## src/rtl/apb_slave_pkg.sv

```systemverilog
// Shared definitions for the APB byte slave family.
//   - FSM state encodings (IDLE / WAIT / DONE) and the matching enum type
//   - WAIT_W: width of the wait-state counter (supports 0..15 wait states)
package apb_slave_pkg;

    localparam int WAIT_W = 4;

    localparam logic [1:0] IDLE_ENC = 2'd0;
    localparam logic [1:0] WAIT_ENC = 2'd1;
    localparam logic [1:0] DONE_ENC = 2'd2;

    typedef enum logic [1:0] {
        IDLE = IDLE_ENC,
        WAIT = WAIT_ENC,
        DONE = DONE_ENC
    } state_t;

endpackage

```

## src/rtl/apb_byte_slave_if.sv

```systemverilog
// APB bus bundle between the AHB-to-APB bridge (master) and a byte slave.
//   master modport: drives PSEL/PENABLE/PWRITE/PADDR/PWDATA,
//                   receives PRDATA/PREADY/PSLVERR
//   slave modport : the mirror image
interface apb_byte_slave_if #(
    parameter int APB_AW = 32,
    parameter int APB_DW = 8
);
    logic              PSEL;
    logic              PENABLE;
    logic              PWRITE;
    logic [APB_AW-1:0] PADDR;
    logic [APB_DW-1:0] PWDATA;
    logic [APB_DW-1:0] PRDATA;
    logic              PREADY;
    logic              PSLVERR;

    modport master (
        output PSEL, PENABLE, PWRITE, PADDR, PWDATA,
        input  PRDATA, PREADY, PSLVERR
    );

    modport slave (
        input  PSEL, PENABLE, PWRITE, PADDR, PWDATA,
        output PRDATA, PREADY, PSLVERR
    );
endinterface

```

## src/rtl/apb_wait_counter.sv

```systemverilog
// Loadable down-counter used to time APB wait states.
//   clk, rst   : clock, asynchronous active-high reset (count -> 0)
//   load       : load load_val (has priority over dec)
//   load_val   : value to load
//   dec        : decrement by one; saturates at zero
//   is_one     : count currently equals 1
//   is_zero    : count currently equals 0
module apb_wait_counter
    import apb_slave_pkg::*;
(
    input  logic              clk,
    input  logic              rst,
    input  logic              load,
    input  logic [WAIT_W-1:0] load_val,
    input  logic              dec,
    output logic              is_one,
    output logic              is_zero
);

    logic [WAIT_W-1:0] cnt_reg;

    always_ff @(posedge clk or posedge rst) begin
        if (rst) begin
            cnt_reg <= '0;
        end else if (load) begin
            cnt_reg <= load_val;
        end else if (dec && (cnt_reg != '0)) begin
            cnt_reg <= cnt_reg - 1'b1;
        end
    end

    assign is_one  = (cnt_reg == WAIT_W'(1));
    assign is_zero = (cnt_reg == '0);

endmodule

```

## src/rtl/apb_byte_slave.sv

```systemverilog
// APB byte-wide register-array slave with configurable wait states.
//   clk  : clock, all logic on the rising edge
//   rst  : asynchronous active-high reset (array, FSM and outputs cleared)
//   bus  : APB slave modport (PSEL, PENABLE, PWRITE, PADDR, PWDATA in;
//          PRDATA, PREADY, PSLVERR out, all outputs registered)
// Addresses outside [BASE_ADDR, BASE_ADDR+DEPTH) complete with PSLVERR=1,
// never write the array and read back as zero.
module apb_byte_slave
    import apb_slave_pkg::*;
#(
    parameter int                APB_AW      = 32,
    parameter int                APB_DW      = 8,
    parameter int                DEPTH       = 16,
    parameter logic [APB_AW-1:0] BASE_ADDR   = '0,
    parameter int                WAIT_CYCLES = 1
) (
    input  logic                  clk,
    input  logic                  rst,
    apb_byte_slave_if.slave       bus
);

    localparam int IDX_W = (DEPTH > 1) ? $clog2(DEPTH) : 1;
    localparam logic [APB_AW:0] DEPTH_EXT = (APB_AW+1)'(DEPTH);

    // Live address decode of the setup phase.
    logic [APB_AW-1:0] offset;
    logic              addr_err;
    logic [IDX_W-1:0]  addr_idx;

    assign offset   = bus.PADDR - BASE_ADDR;
    assign addr_err = (bus.PADDR < BASE_ADDR) || ({1'b0, offset} >= DEPTH_EXT);
    assign addr_idx = offset[IDX_W-1:0];

    // Captured transfer attributes.
    state_t              state_reg;
    logic                write_reg;
    logic [APB_DW-1:0]   wdata_reg;
    logic [IDX_W-1:0]    idx_reg;
    logic                err_reg;
    logic                pready_reg;
    logic [APB_DW-1:0]   prdata_reg;
    logic                pslverr_reg;

    logic setup_seen;
    logic access_ok;
    logic cnt_load;
    logic cnt_dec;
    logic cnt_is_one;
    logic cnt_is_zero;
    logic cnt_last;
    logic wr_en;

    assign setup_seen = bus.PSEL && !bus.PENABLE;
    assign access_ok  = bus.PSEL && bus.PENABLE;
    assign cnt_load   = (state_reg == IDLE) && setup_seen;
    // A zero count in WAIT cannot normally occur; treat it as "last" so the
    // FSM can never stall there.
    assign cnt_last   = cnt_is_one || cnt_is_zero;
    assign cnt_dec    = (state_reg == WAIT) && access_ok && !cnt_last;
    // Commit on the edge that closes the DONE cycle, only if the master is
    // still in the access phase.
    assign wr_en      = (state_reg == DONE) && access_ok && write_reg && !err_reg;

    apb_wait_counter u_wait_counter (
        .clk      (clk),
        .rst      (rst),
        .load     (cnt_load),
        .load_val (WAIT_W'(WAIT_CYCLES)),
        .dec      (cnt_dec),
        .is_one   (cnt_is_one),
        .is_zero  (cnt_is_zero)
    );

    // Byte array: one register per entry, each with its own write decode.
    logic [APB_DW-1:0] rd_bytes [DEPTH];

    for (genvar gi = 0; gi < DEPTH; gi++) begin : g_byte
        logic [APB_DW-1:0] byte_reg;

        always_ff @(posedge clk or posedge rst) begin
            if (rst) begin
                byte_reg <= '0;
            end else if (wr_en && (idx_reg == IDX_W'(gi))) begin
                byte_reg <= wdata_reg;
            end
        end

        assign rd_bytes[gi] = byte_reg;
    end

    always_ff @(posedge clk or posedge rst) begin
        if (rst) begin
            state_reg   <= IDLE;
            write_reg   <= 1'b0;
            wdata_reg   <= '0;
            idx_reg     <= '0;
            err_reg     <= 1'b0;
            pready_reg  <= 1'b0;
            prdata_reg  <= '0;
            pslverr_reg <= 1'b0;
        end else begin
            case (state_reg)
                IDLE: begin
                    if (setup_seen) begin
                        write_reg <= bus.PWRITE;
                        wdata_reg <= bus.PWDATA;
                        idx_reg   <= addr_idx;
                        err_reg   <= addr_err;
                        if (WAIT_CYCLES == 0) begin
                            // No wait states: response comes straight from
                            // the live decode.
                            state_reg   <= DONE;
                            pready_reg  <= 1'b1;
                            prdata_reg  <= addr_err ? '0 : rd_bytes[addr_idx];
                            pslverr_reg <= addr_err;
                        end else begin
                            state_reg <= WAIT;
                        end
                    end
                end
                WAIT: begin
                    if (!access_ok) begin
                        state_reg <= IDLE;
                    end else if (cnt_last) begin
                        state_reg   <= DONE;
                        pready_reg  <= 1'b1;
                        prdata_reg  <= err_reg ? '0 : rd_bytes[idx_reg];
                        pslverr_reg <= err_reg;
                    end
                end
                DONE: begin
                    state_reg   <= IDLE;
                    pready_reg  <= 1'b0;
                    prdata_reg  <= '0;
                    pslverr_reg <= 1'b0;
                end
                default: begin
                    state_reg <= IDLE;
                end
            endcase
        end
    end

    assign bus.PREADY  = pready_reg;
    assign bus.PRDATA  = prdata_reg;
    assign bus.PSLVERR = pslverr_reg;

endmodule

```

## src/flat_wrapper.sv

```systemverilog
// flat-port wrapper written by rule: the top's interface ports become plain ports
module apb_byte_slave_flat import apb_slave_pkg::*;
#(
    parameter int                APB_AW      = 32,
    parameter int                APB_DW      = 8,
    parameter int                DEPTH       = 16,
    parameter logic [APB_AW-1:0] BASE_ADDR   = '0,
    parameter int                WAIT_CYCLES = 1
)
  (clk, rst, bus_PSEL, bus_PENABLE, bus_PWRITE, bus_PADDR, bus_PWDATA, bus_PRDATA, bus_PREADY, bus_PSLVERR);
  apb_byte_slave_if #(.APB_AW(APB_AW), .APB_DW(APB_DW)) bus_i ();
  input  logic clk;
  input  logic rst;
  input wire logic [$bits(bus_i.PSEL)-1:0] bus_PSEL;
  input wire logic [$bits(bus_i.PENABLE)-1:0] bus_PENABLE;
  input wire logic [$bits(bus_i.PWRITE)-1:0] bus_PWRITE;
  input wire logic [$bits(bus_i.PADDR)-1:0] bus_PADDR;
  input wire logic [$bits(bus_i.PWDATA)-1:0] bus_PWDATA;
  output wire logic [$bits(bus_i.PRDATA)-1:0] bus_PRDATA;
  output wire logic [$bits(bus_i.PREADY)-1:0] bus_PREADY;
  output wire logic [$bits(bus_i.PSLVERR)-1:0] bus_PSLVERR;
  assign bus_i.PSEL = bus_PSEL;
  assign bus_i.PENABLE = bus_PENABLE;
  assign bus_i.PWRITE = bus_PWRITE;
  assign bus_i.PADDR = bus_PADDR;
  assign bus_i.PWDATA = bus_PWDATA;
  assign bus_PRDATA = bus_i.PRDATA;
  assign bus_PREADY = bus_i.PREADY;
  assign bus_PSLVERR = bus_i.PSLVERR;
  apb_byte_slave #(.APB_AW(APB_AW), .APB_DW(APB_DW), .DEPTH(DEPTH), .BASE_ADDR(BASE_ADDR), .WAIT_CYCLES(WAIT_CYCLES)) u_core (.clk(clk), .rst(rst), .bus(bus_i));
endmodule
```

## config.mk

```make
export PLATFORM = sky130hd
export DESIGN_NAME = apb_byte_slave_flat
export DESIGN_NICKNAME = d
export VERILOG_FILES = /design/src/rtl/apb_slave_pkg.sv /design/src/rtl/apb_byte_slave_if.sv /design/src/rtl/apb_wait_counter.sv /design/src/rtl/apb_byte_slave.sv /design/src/flat_wrapper.sv
export SDC_FILE = /design/constraint.sdc
export NUM_CORES = 1
export LEC_CHECK = 0
export CORE_ASPECT_RATIO = 1.4
export CORE_MARGIN = 10
export CORE_UTILIZATION = 60
export CTS_BUF_LIST = sky130_fd_sc_hd__clkbuf_8
export DETAILED_ROUTE_END_ITERATION = 12
export PLACE_DENSITY = 0.78
export SLEW_MARGIN = 10
export SYNTH_ARGS = -nofsm -noshare
export SYNTH_HDL_FRONTEND = slang
export SYNTH_SLANG_ARGS = --single-unit
```

## constraint.sdc

```tcl
create_clock -name clk -period 6.6 [get_ports clk]
set_input_delay 1.98 -clock clk [delete_from_list [all_inputs] [get_ports clk]]
set_output_delay 1.98 -clock clk [all_outputs]
set_load 0.005 [all_outputs]
```

* Yosys cells after proc, flatten, opt, wreduce, memory -nomap -nowiden
Cells that the tools add are included.
W data, S select, Z words.
** Cells by class
- Reduce and logical (&&, ||, !) cells :: 39
- Eq/ne operators :: 22
- Order comparisons :: 3
- Bitwise operators :: 1
- Add/subtract/negate cells :: 1
- Muxes and demuxes :: 19
** Operators with widths (number)
- $mux W8 :: 5
- $bmux W8 S4 :: 1
- $eq A4 B4 Y1 const B :: 8
- $ge A32 B5 Y1 const B :: 1
- $lt A32 B1 Y1 const B :: 1
- $logic_and A1 B1 Y1 :: 25
- $eq A4 B3 Y1 const B :: 4
- $pmux W8 S2 :: 1
- $eq A4 B1 Y1 const B :: 2
- $eq A4 B2 Y1 const B :: 2
- $logic_not A4 Y1 :: 2
- $mux W4 :: 2
- $mux W2 :: 3
- $ne A2 B1 Y1 const B :: 3
- $ge A5 B5 Y1 const B :: 1
- $not A4 Y5 :: 1
- $mux W1 :: 4
- $pmux W1 S2 :: 2
- $pmux W2 S2 :: 1
- $reduce_and A2 Y1 :: 2
- $reduce_bool A2 Y1 :: 2
- $reduce_bool A4 Y1 :: 1
- $sub A4 B1 Y4 const B :: 1
- $logic_not A1 Y1 :: 3
- other kinds (6) :: 7
** Word-level totals
- Input port bits :: 45
- Bits in registers :: 158
- Logic and storage cells :: 110

* Logic depth before layout (Yosys ltp)
Gate-level depths: netlist (run 1).
- Depth after elaboration :: 8
- Gate-level depth with buffers :: 7
- Gate-level depth less buffers :: 6

* Modules after synthesis
Synthesis (run 1) repeated with hierarchy kept, for this count alone.
** Second synthesis, totals
- Cells, all modules :: 486
- Area total of the unflattened synthesis :: 7500.9 um2
** By module, submodules not included
- apb_byte_slave :: area an instance 7226.9 um2, times used 1, seq. area each 3853.7 um2, cells each 455
- apb_wait_counter :: area an instance 274.0 um2, times used 1, seq. area each 100.1 um2, cells each 31

* Least setup slack after synthesis (run 1)
OpenSTA, ideal clock, no wires.
- Path kind :: input -> register
- Start :: in bus_PENABLE
- End :: reg u_core.g_byte[5].byte_reg[0]
- Required time :: 6.475 ns
- Path slack :: 3.394 ns
- Stages :: 4
- Data arrival time :: 3.081 ns
- Cells stage by stage :: and4b_4 nand4_4 nor3_4 mux2_2
** On the way
- Cells in the longest elaborated chain, start to end :: 5
** RTL lines
- from (decl) :: RTL line flat_wrapper.sv:15 : input wire logic [$bits(bus_i.PENABLE)-1:0] bus_PENABLE;
- $logic_and A1 B1 Y1 :: RTL line apb_byte_slave.sv:54 : assign access_ok = bus.PSEL && bus.PENABLE;
- $logic_and A1 B1 Y1 (3 in series) :: RTL line apb_byte_slave.sv:62 : assign wr_en = (state_reg == DONE) && access_ok && write_reg && !err_reg;
- $logic_and A1 B1 Y1 :: RTL line apb_byte_slave.sv:83 : end else if (wr_en && (idx_reg == IDX_W'(gi))) begin
- to (signal assigned) :: RTL line apb_byte_slave.sv:84 : byte_reg <= wdata_reg;
- to (decl) :: RTL line apb_byte_slave.sv:78 : logic [APB_DW-1:0] byte_reg;
Every way passes these cells.
A chain may end at the register's enable or synchronous reset.

* Final worst setup path (run 1)
- Start :: in bus_PSEL
- End :: reg u_core.prdata_reg[5], in the netlist u_core.bus.PRDATA[5]
** On the way
- Cells in the longest elaborated chain, start to end :: 3
** RTL lines
- from (decl) :: RTL line flat_wrapper.sv:14 : input wire logic [$bits(bus_i.PSEL)-1:0] bus_PSEL;
- $logic_and A1 B1 Y1 :: RTL line apb_byte_slave.sv:54
- $ne A2 B1 Y1 (no source line)
- $reduce_and A3 Y1 (no source line)
- to (signal assigned) :: RTL line apb_byte_slave.sv:114 : prdata_reg <= addr_err ? '0 : rd_bytes[addr_idx];
- to (signal assigned) :: RTL line apb_byte_slave.sv:127 : prdata_reg <= err_reg ? '0 : rd_bytes[idx_reg];
- to (decl) :: RTL line apb_byte_slave.sv:41 : logic [APB_DW-1:0] prdata_reg;
Every way passes these cells.

==> results.json, run 1 <==
{
  "path_max_fanout": 13,
  "outcome": "finished, final reports clean",
  "std_cell_rows": 48,
  "setup_viol": 0,
  "start_kind": "input port",
  "dpl.hpwl_um": 10700,
  "p_per_area_mw_per_mm2": 309,
  "cp.arrival_ns": 4.15,
  "layout.cells.non_filler": 710,
  "via_count": 4249,
  "hold_viol_final": 0,
  "syn_to_final_growth_pct": 14.2,
  "syn_area_mm2": 0.00740,
  "numCtsBuffers": 17,
  "grt_start_max_net_pins": 120,
  "grt-ovfl-total": 0,
  "drtPass1Iterations": 4,
  "largest_reg_flops": 128,
  "die_w_um": 114,
  "gr-usage-all-layers_pct": 19.4,
  "n_fill_cell": 843,
  "tns_ns": 0,
  "synthTopCellsByCount": "dfrtp_1 (158), mux2_2 (113), nand2_1 (45), mux4_2 (32), mux2i_1 (24)",
  "drv_slew": 0,
  "synth_warnings": 0,
  "dpl_cell_area_mm2": 0.00803,
  "stdcell_area_mm2": 0.00845,
  "yosysUniqueCellTypes": 41,
  "wl_um": 15600,
  "ys_seq_area_share_pct": 53.4,
  "wl_per_cell_um": 22.0,
  "cp-startpoint": "bus_PSEL",
  "peakVddDrop_v": 0.000174,
  "cts.clk_slew.worst_paths_ns": 0.08,
  "synth_most_common_cell": "dfrtp_1",
  "dr.first_iter.drc_count": 270,
  "crit_path_end": "u_core.bus.PRDATA[5]",
  "routed_via_density": 5.98,
  "gp_congestion": 0.778,
  "place_inst": 679,
  "fmax_ghz": 0.265,
  "tightestPinTransition_ns": 1.12,
  "drtAntennaViolNets": 0,
  "start_util_pct": 60.7,
  "cts_tree": "built",
  "syn_nets": 545,
  "yosys.area.top_type_share_pct": 53.4,
  "timing.final.crit_period_ns": 3.78,
  "grt_pass1_vias": 4877,
  "drv_cap": 0,
  "r2r_end": "u_core.g_byte[7].byte_reg[5]",
  "ys_ff_latch": 158,
  "slew_headroom_pct": 24.9,
  "cts.sinks": 158,
  "remaining_drc_errors": 0,
  "cp.required_ns": 6.97,
  "io_pins": 55,
  "dieArea_mm2": 0.0172,
  "die_y_um": 151,
  "yosys-top-cells-area": "dfrtp_1 (53%), mux2_2 (17%), mux4_2 (9.7%)",
  "synthArstFlopShare_pct": 100,
  "clockBufferDepth": 2,
  "post_cts_buffers": 0,
  "nets": 598,
  "diodes": 0,
  "fin_skew_ns": 0.0105,
  "cts_resized": 0,
  "cts_root_buf": "clkbuf_8",
  "ys.flop_type": "dfrtp_1",
  "io_buffer_count": 54,
  "r2r_cells": 4,
  "final.period_utilization_pct": 57.3,
  "min_from": "u_core.bus.PSLVERR",
  "postSynthAreaPerCell_um2": 15.0,
  "syn_inst": 495,
  "worst_setup_path_end_kind": "flop",
  "r2r_slack_ns": 4.15,
  "core_mm2": 0.0122,
  "holdWs_ns": 0.486,
  "grt_pass1_wl_um": 26000,
  "synth_largest_area_cell": "dfrtp_1",
  "ctsHoldBuffers": 0,
  "crit_type": "in -> reg",
  "hold_class": "reg -> reg",
  "r2r-start": "u_core.idx_reg[0]",
  "antenna_found_initial": 0,
  "clkLatencyLatePin_ns": 0.44,
  "cts.htree.levels": 4,
  "rsz0062_at_grt": "false",
  "drive_above_1_share_pct": 39.8,
  "synth_edf_count": 0,
  "p_leak_nw": 4.03
}
==> worst min path at each step <==
stage / to / depth (start not counted)
2_1_floorplan: u_core.bus.PREADY / 2
3_5_place_dp: u_core.bus.PSLVERR / 2
6_report: u_core.bus.PSLVERR / 2
5_1_grt: u_core.g_byte[6].byte_reg[7] / 1
3_3_place_gp: u_core.bus.PSLVERR / 2
4_1_cts: u_core.bus.PSLVERR / 2
==> cell type report <==
| class | count | area (um2) | area share, % |
|---|---|---|---|
| Sequential cell | 158 | 3960 | 46.8 |
| Multi-Input combinational cell | 304 | 3270 | 38.7 |
| Clock buffer | 21 | 289 | 3.42 |
| Tap cell | 150 | 188 | 2.22 |
| Timing Repair Buffer | 60 | 586 | 6.93 |
| Clock inverter | 10 | 136 | 1.61 |
| Inverter | 7 | 31.3 | 0.370 |
==> logic make-up (layout without fill, tap and decap cells) <==
family	Yosys count	count (layout)	synth area share (%)
adder cells (fa/ha/maj)	5	5	0.845
AND/OR/NAND/NOR	92	92	7.65
multiplexers	185	185	33.4
AO/OA/AOI/OAI	19	19	1.88
flip-flops	158	158	53.4
XOR/XNOR	3	3	0.355
buffers and inverters	33	98	2.47
==> metal layers <==
| layer | share of wire [%] | track usage, % | up-vias |
|---|---|---|---|
| li1 | - | - | 1920 |
| met2 | 53 | 34.3 | 64 |
| met3 | 3.7 | 3.92 | 27 |
| met4 | 2.3 | 7.60 | 0 |
| met5 | 0 | 0 | - |
| met1 | 41 | 22.5 | 2238 |
==> cell usage in the layout (no fill, tap or decap), drive strengths merged, types with 8 or more instances in the layout <==
master | synthesis | final
nand2 | 46 | 46
a22o | 8 | 8
nor2 | 15 | 15
inv | 7 | 9
clkdlybuf4s50 | 0 | 54
clkbuf | 11 | 21
mux4 | 32 | 32
mux2 | 129 | 129
mux2i | 24 | 24
dfrtp | 158 | 158
==> critical path, cell delays in order <==
cell and delay, ns:
clkdlybuf4s50_1 0.57, and3_1 0.18, a32oi_1 0.09, buf_4 0.21
nor3_1 0.86, a22o_1 0.25
==> report_power, final <==
group          internal [W]  switching (W)
combinational      0.000284       0.000278
sequential          0.00107       0.000226
clock              0.000412       0.000345
total               0.00176       0.000849
==> per-stage QoR <==
stage	power [W]	setup slack [ns]	utilization (%)
after floorplan	0.00169	0.357	-
after global placement	0.00185	2.42	65.9
after detailed placement	0.00188	2.34	65.9
after CTS	0.00263	2.82	69.3
after global routing	0.00274	2.62	69.3
final	0.00261	2.82	69.3
Power figures use the tool's default switching activity.
==> inputs of run 2 (changes only) <==
==> constraint.sdc (replaced) <==
create_clock -name clk -period 3.84 [get_ports clk]
set_input_delay 1.152 -clock clk [delete_from_list [all_inputs] [get_ports clk]]
set_output_delay 1.152 -clock clk [all_outputs]
set_load 0.005 [all_outputs]
==> results.json, run 2 (same netlist as run 1, synthesis figures left out) <==
{
  "std_cell_rows": 48,
  "final_common_cell": "dfrtp_1",
  "dpl_cell_area_mm2": 0.00807,
  "cts.htree.levels": 4,
  "fin_skew_ns": 0.00810,
  "largest_reg_flops": 128,
  "syn_to_final_growth_pct": 14.3,
  "dieArea_mm2": 0.0172,
  "crit_type": "in -> reg",
  "dpl.hpwl_um": 10800,
  "ctsHoldBuffers": 0,
  "routed_via_density": 5.95,
  "setup_viol": 0,
  "final.period_utilization_pct": 74.8,
  "worst_setup_path_end_kind": "flop",
  "hold_viol_final": 0,
  "diodes": 0,
  "cts_root_buf": "clkbuf_8",
  "cp.required_ns": 4.16,
  "wl_per_cell_um": 21.8,
  "gp_congestion": 0.816,
  "drv_slew": 0,
  "rsz0062_at_grt": "false",
  "critPathMaxStageDelay_ns": 0.59,
  "io_buffer_count": 54,
  "place_inst": 681,
  "slew_headroom_pct": 27.2,
  "via_count": 4242,
  "p_leak_nw": 4.03,
  "tns_ns": 0,
  "dr.first_iter.drc_count": 200,
  "wl_um": 15500,
  "peakVddDrop_v": 0.000247,
  "io_pins": 55,
  "outcome": "finished, final reports clean",
  "grt-ovfl-total": 0,
  "remaining_drc_errors": 0,
  "cts_tree": "built",
  "p_per_area_mw_per_mm2": 521,
  "cp.arrival_ns": 3.19,
  "grt_pass1_wl_um": 25600,
  "start_kind": "input port",
  "drtPass1Iterations": 4,
  "clkLatencyLatePin_ns": 0.44,
  "post_cts_buffers": 0,
  "timing.final.crit_period_ns": 2.87,
  "tightestPinTransition_ns": 1.09,
  "hold_class": "reg -> reg",
  "drtAntennaViolNets": 0,
  "grt_start_max_net_pins": 69,
  "final_cell_mix": "dfrtp_1 (156), mux2_2 (113), clkdlybuf4s50_1 (54)",
  "clockBufferDepth": 2,
  "grt_pass1_vias": 4742,
  "drv_cap": 0,
  "gr-usage-all-layers_pct": 19.2,
  "cts.clk_slew.worst_paths_ns": 0.08,
  "die_y_um": 151,
  "layout.cells.non_filler": 713,
  "stdcell_area_mm2": 0.00846,
  "die_w_um": 114,
  "numCtsBuffers": 17,
  "cts.sinks": 158,
  "antenna_found_initial": 0,
  "drive_above_1_share_pct": 39.8,
  "nets": 600,
  "path_cells": "clkdlybuf4s50_1, and4b_4, nand4_4, nor2_2, mux2_2",
  "cpMaxStageDelayCell": "clkdlybuf4s50_1",
  "start_util_pct": 60.7,
  "cts_resized": 0,
  "core_mm2": 0.0122,
  "path_max_fanout": 8,
  "fmax_ghz": 0.348,
  "power_w": 0.00441
}
==> run 2: report_power, final <==
group | switching, W | internal (W)
sequential | 0.000540 | 0.00183
combinational | 0.000338 | 0.000499
clock | 0.000581 | 0.000622
==> run 2: path summary, 6_finish.rpt <==
| path | startpoint | endpoint | slack, ns | cells after the start |
|---|---|---|---|---|
| max | bus_PENABLE | u_core.g_byte[15].byte_reg[4] | 0.97 | 5 |
| min | u_core.bus.PSLVERR | u_core.bus.PSLVERR | 0.49 | 2 |
| max reg2reg | u_core.idx_reg[0] | u_core.bus.PRDATA[5] | 1.18 | 5 |
| min reg2reg | u_core.bus.PSLVERR | u_core.bus.PSLVERR | 0.49 | 2 |
| max in group asynchronous | rst | u_core.g_byte[11].byte_reg[2] | 1.90 | 3 |
| min in group asynchronous | rst | u_core.bus.PSLVERR | 1.17 | 2 |
==> run 2: per-layer routing <==
metal	part of all wire, %	track usage (%)	vias to the layer above
met3	2.5	3.88	13
met1	42	22.7	2250
met4	1.1	5.15	0
met5	0	0	-
met2	55	34.8	58
li1	-	-	1921
==> run 2: final cells by class <==
class | count | area [um2]
multi-input combinational | 304 | 3270
clock inverter | 12 | 120
tap | 150 | 188
timing repair buffer | 62 | 626
fill | 872 | 3730
clock buffer | 20 | 275
sequential | 158 | 3960
inverter | 7 | 30.0
==> run 2: metrics by stage <==
step | hold WS [ns] | util [%] | setup slack (ns)
finish | 0.485 | 69.4 | 0.967
global route | 0.520 | 69.4 | 0.945
CTS | 0.500 | 69.4 | 0.987
detailed placement | 0.482 | 66.2 | 0.517
global placement | 0.465 | 66.2 | 0.557
floorplan | 0.473 | - | 0.687
==> run 2: worst max-delay path: cells and delay by family <==
kind	cells	cell delay, ns
multiplexers	1	0.40
AND/OR/NAND/NOR	3	1.05
buffers and inverters	1	0.59
==> inputs of run 3 (changes only) <==
--- a/config.mk
+++ b/config.mk
@@ -7,10 +7,10 @@
 export LEC_CHECK = 0
 export CORE_ASPECT_RATIO = 1.4
 export CORE_MARGIN = 10
-export CORE_UTILIZATION = 60
+export CORE_UTILIZATION = 55
 export CTS_BUF_LIST = sky130_fd_sc_hd__clkbuf_8
 export DETAILED_ROUTE_END_ITERATION = 12
-export PLACE_DENSITY = 0.78
+export PLACE_DENSITY = 0.76
 export SLEW_MARGIN = 10
 export SYNTH_ARGS = -nofsm -noshare
 export SYNTH_HDL_FRONTEND = slang
==> constraint.sdc (replaced) <==
create_clock -name clk -period 2.4 [get_ports clk]
set_input_delay 0.72 -clock clk [delete_from_list [all_inputs] [get_ports clk]]
set_output_delay 0.72 -clock clk [all_outputs]
set_load 0.005 [all_outputs]
==> results.json, run 3 (same netlist as run 1, synthesis figures left out) <==
{
  "diodes": 0,
  "r2r_slack_ns": 0.25,
  "place_inst": 736,
  "clockBufferDepth": 2,
  "cts.sinks": 158,
  "hold_viol_final": 0,
  "wl_per_cell_um": 21.7,
  "final_common_cell": "dfrtp_1",
  "r2r_cells": 6,
  "drv_slew": 0,
  "gp_congestion": 0.765,
  "grt-ovfl-total": 0,
  "io_pins": 55,
  "setup_viol": 0,
  "fin_skew_ns": 0.0127,
  "remaining_drc_errors": 0,
  "path_max_fanout": 8,
  "worst_setup_path_end_kind": "flop",
  "drtAntennaViolNets": 0,
  "fin_util_pct": 66.9,
  "start_util_pct": 55.8,
  "cts.clk_slew.worst_paths_ns": 0.09,
  "path_cells": "inv_1, ha_1, and4b_4, and4bb_4, nand2b_2, mux2_4",
  "nets": 623,
  "gr-usage-all-layers_pct": 19.1,
  "cts.htree.levels": 4,
  "cpMaxStageDelayCell": "dfrtp_1",
  "critPathMaxStageDelay_ns": 0.40,
  "drtPass1Iterations": 4,
  "critPathTopFamily": "simple AND/OR/NAND/NOR gates",
  "dieArea_mm2": 0.0186,
  "cts_tree": "built",
  "min_from": "u_core.bus.PSLVERR",
  "clkLatencyLatePin_ns": 0.45,
  "grt_start_max_net_pins": 45,
  "routed_via_density": 5.81,
  "wl_um": 16700,
  "std_cell_rows": 50,
  "hold_class": "reg -> reg",
  "dpl_cell_area_mm2": 0.00845,
  "final_cell_mix": "dfrtp_1 (157), mux2_2 (113), clkdlybuf4s50_1 (54)",
  "dr.first_iter.drc_count": 220,
  "crit_type": "reg -> reg",
  "outcome": "finished, final reports clean",
  "cp-startpoint": "u_core.state_reg[0]",
  "rsz0062_at_grt": "false",
  "p_leak_nw": 4.19,
  "slew_headroom_pct": 44.1,
  "r2r-start": "u_core.state_reg[0]",
  "ctsHoldBuffers": 0,
  "r2r_end": "u_core.g_byte[8].byte_reg[1]",
  "numCtsBuffers": 17,
  "largest_reg_flops": 128,
  "peakVddDrop_v": 0.000587,
  "crit_path_end": "u_core.g_byte[8].byte_reg[1]",
  "syn_to_final_growth_pct": 19.8,
  "die_y_um": 157,
  "via_count": 4459,
  "grt_pass1_vias": 4953,
  "core_mm2": 0.0133,
  "io_buffer_count": 54,
  "layout.cells.non_filler": 768,
  "cts_resized": 0,
  "cp.arrival_ns": 2.48,
  "path_buf_inv": 1,
  "die_w_um": 118,
  "cp.required_ns": 2.73,
  "cts_root_buf": "clkbuf_8",
  "drive_above_1_share_pct": 42.5,
  "fmax_ghz": 0.466,
  "grt_pass1_wl_um": 27500,
  "n_fill_cell": 956,
  "power_w": 0.00726,
  "final.period_utilization_pct": 89.5,
  "post_cts_buffers": 0,
  "drv_cap": 0,
  "antenna_found_initial": 0,
  "tightestPinTransition_ns": 0.832,
  "stdcell_area_mm2": 0.00887,
  "cp_num_cells": 6,
  "dpl.hpwl_um": 11800,
  "timing.final.crit_period_ns": 2.15,
  "p_per_area_mw_per_mm2": 819,
  "start_kind": "flop"
}
run 3: tightest hold or removal path, stage by stage (launching register included):
cell and delay (ns):
dfrtp_1 0.35, nand2_1 0.04, o21ai_0 0.07
run 3: worst min path at each step:
stage / endpoint / cells after the start
after floorplan: u_core.bus.PREADY / 2
after global placement: u_core.bus.PREADY / 2
after detailed placement: u_core.bus.PSLVERR / 2
after CTS: u_core.bus.PSLVERR / 2
after global routing: u_core.g_byte[7].byte_reg[3] / 1
final: u_core.bus.PSLVERR / 2
run 3: cell type report:
type	count	area, um2	share of cell area [%]
multi-input cells	304	3270	36.9
inverters	7	30.0	0.339
repair buffers	85	973	11.0
clock inverters	13	151	1.71
flip-flops and latches	158	3960	44.6
well taps	182	228	2.57
clock buffers	19	262	2.95
run 3: per-layer routing:
metal	vias up	part of all wire, %	global-route usage, %
met1	2375	43	22.6
met5	-	0	0
met3	20	2.7	3.48
li1	1978	-	-
met2	86	53	34.0
met4	0	1.6	6.43
run 3: through the flow:
step / setup WS [ns] / hold WS, ns / setup TNS [ns]
after global routing: 0.160 / 0.518 / 0
final: 0.252 / 0.497 / 0
after detailed placement: -0.178 / 0.484 / -14.47
after CTS: 0.237 / 0.505 / 0
after floorplan: -0.321 / 0.473 / -50.70
after global placement: -0.128 / 0.468 / -10.74
run 3: power by group:
group          switching [W]  internal, W
logic               0.000853     0.000864
clock network        0.00104      0.00100
registers           0.000564      0.00294
total                0.00246      0.00480
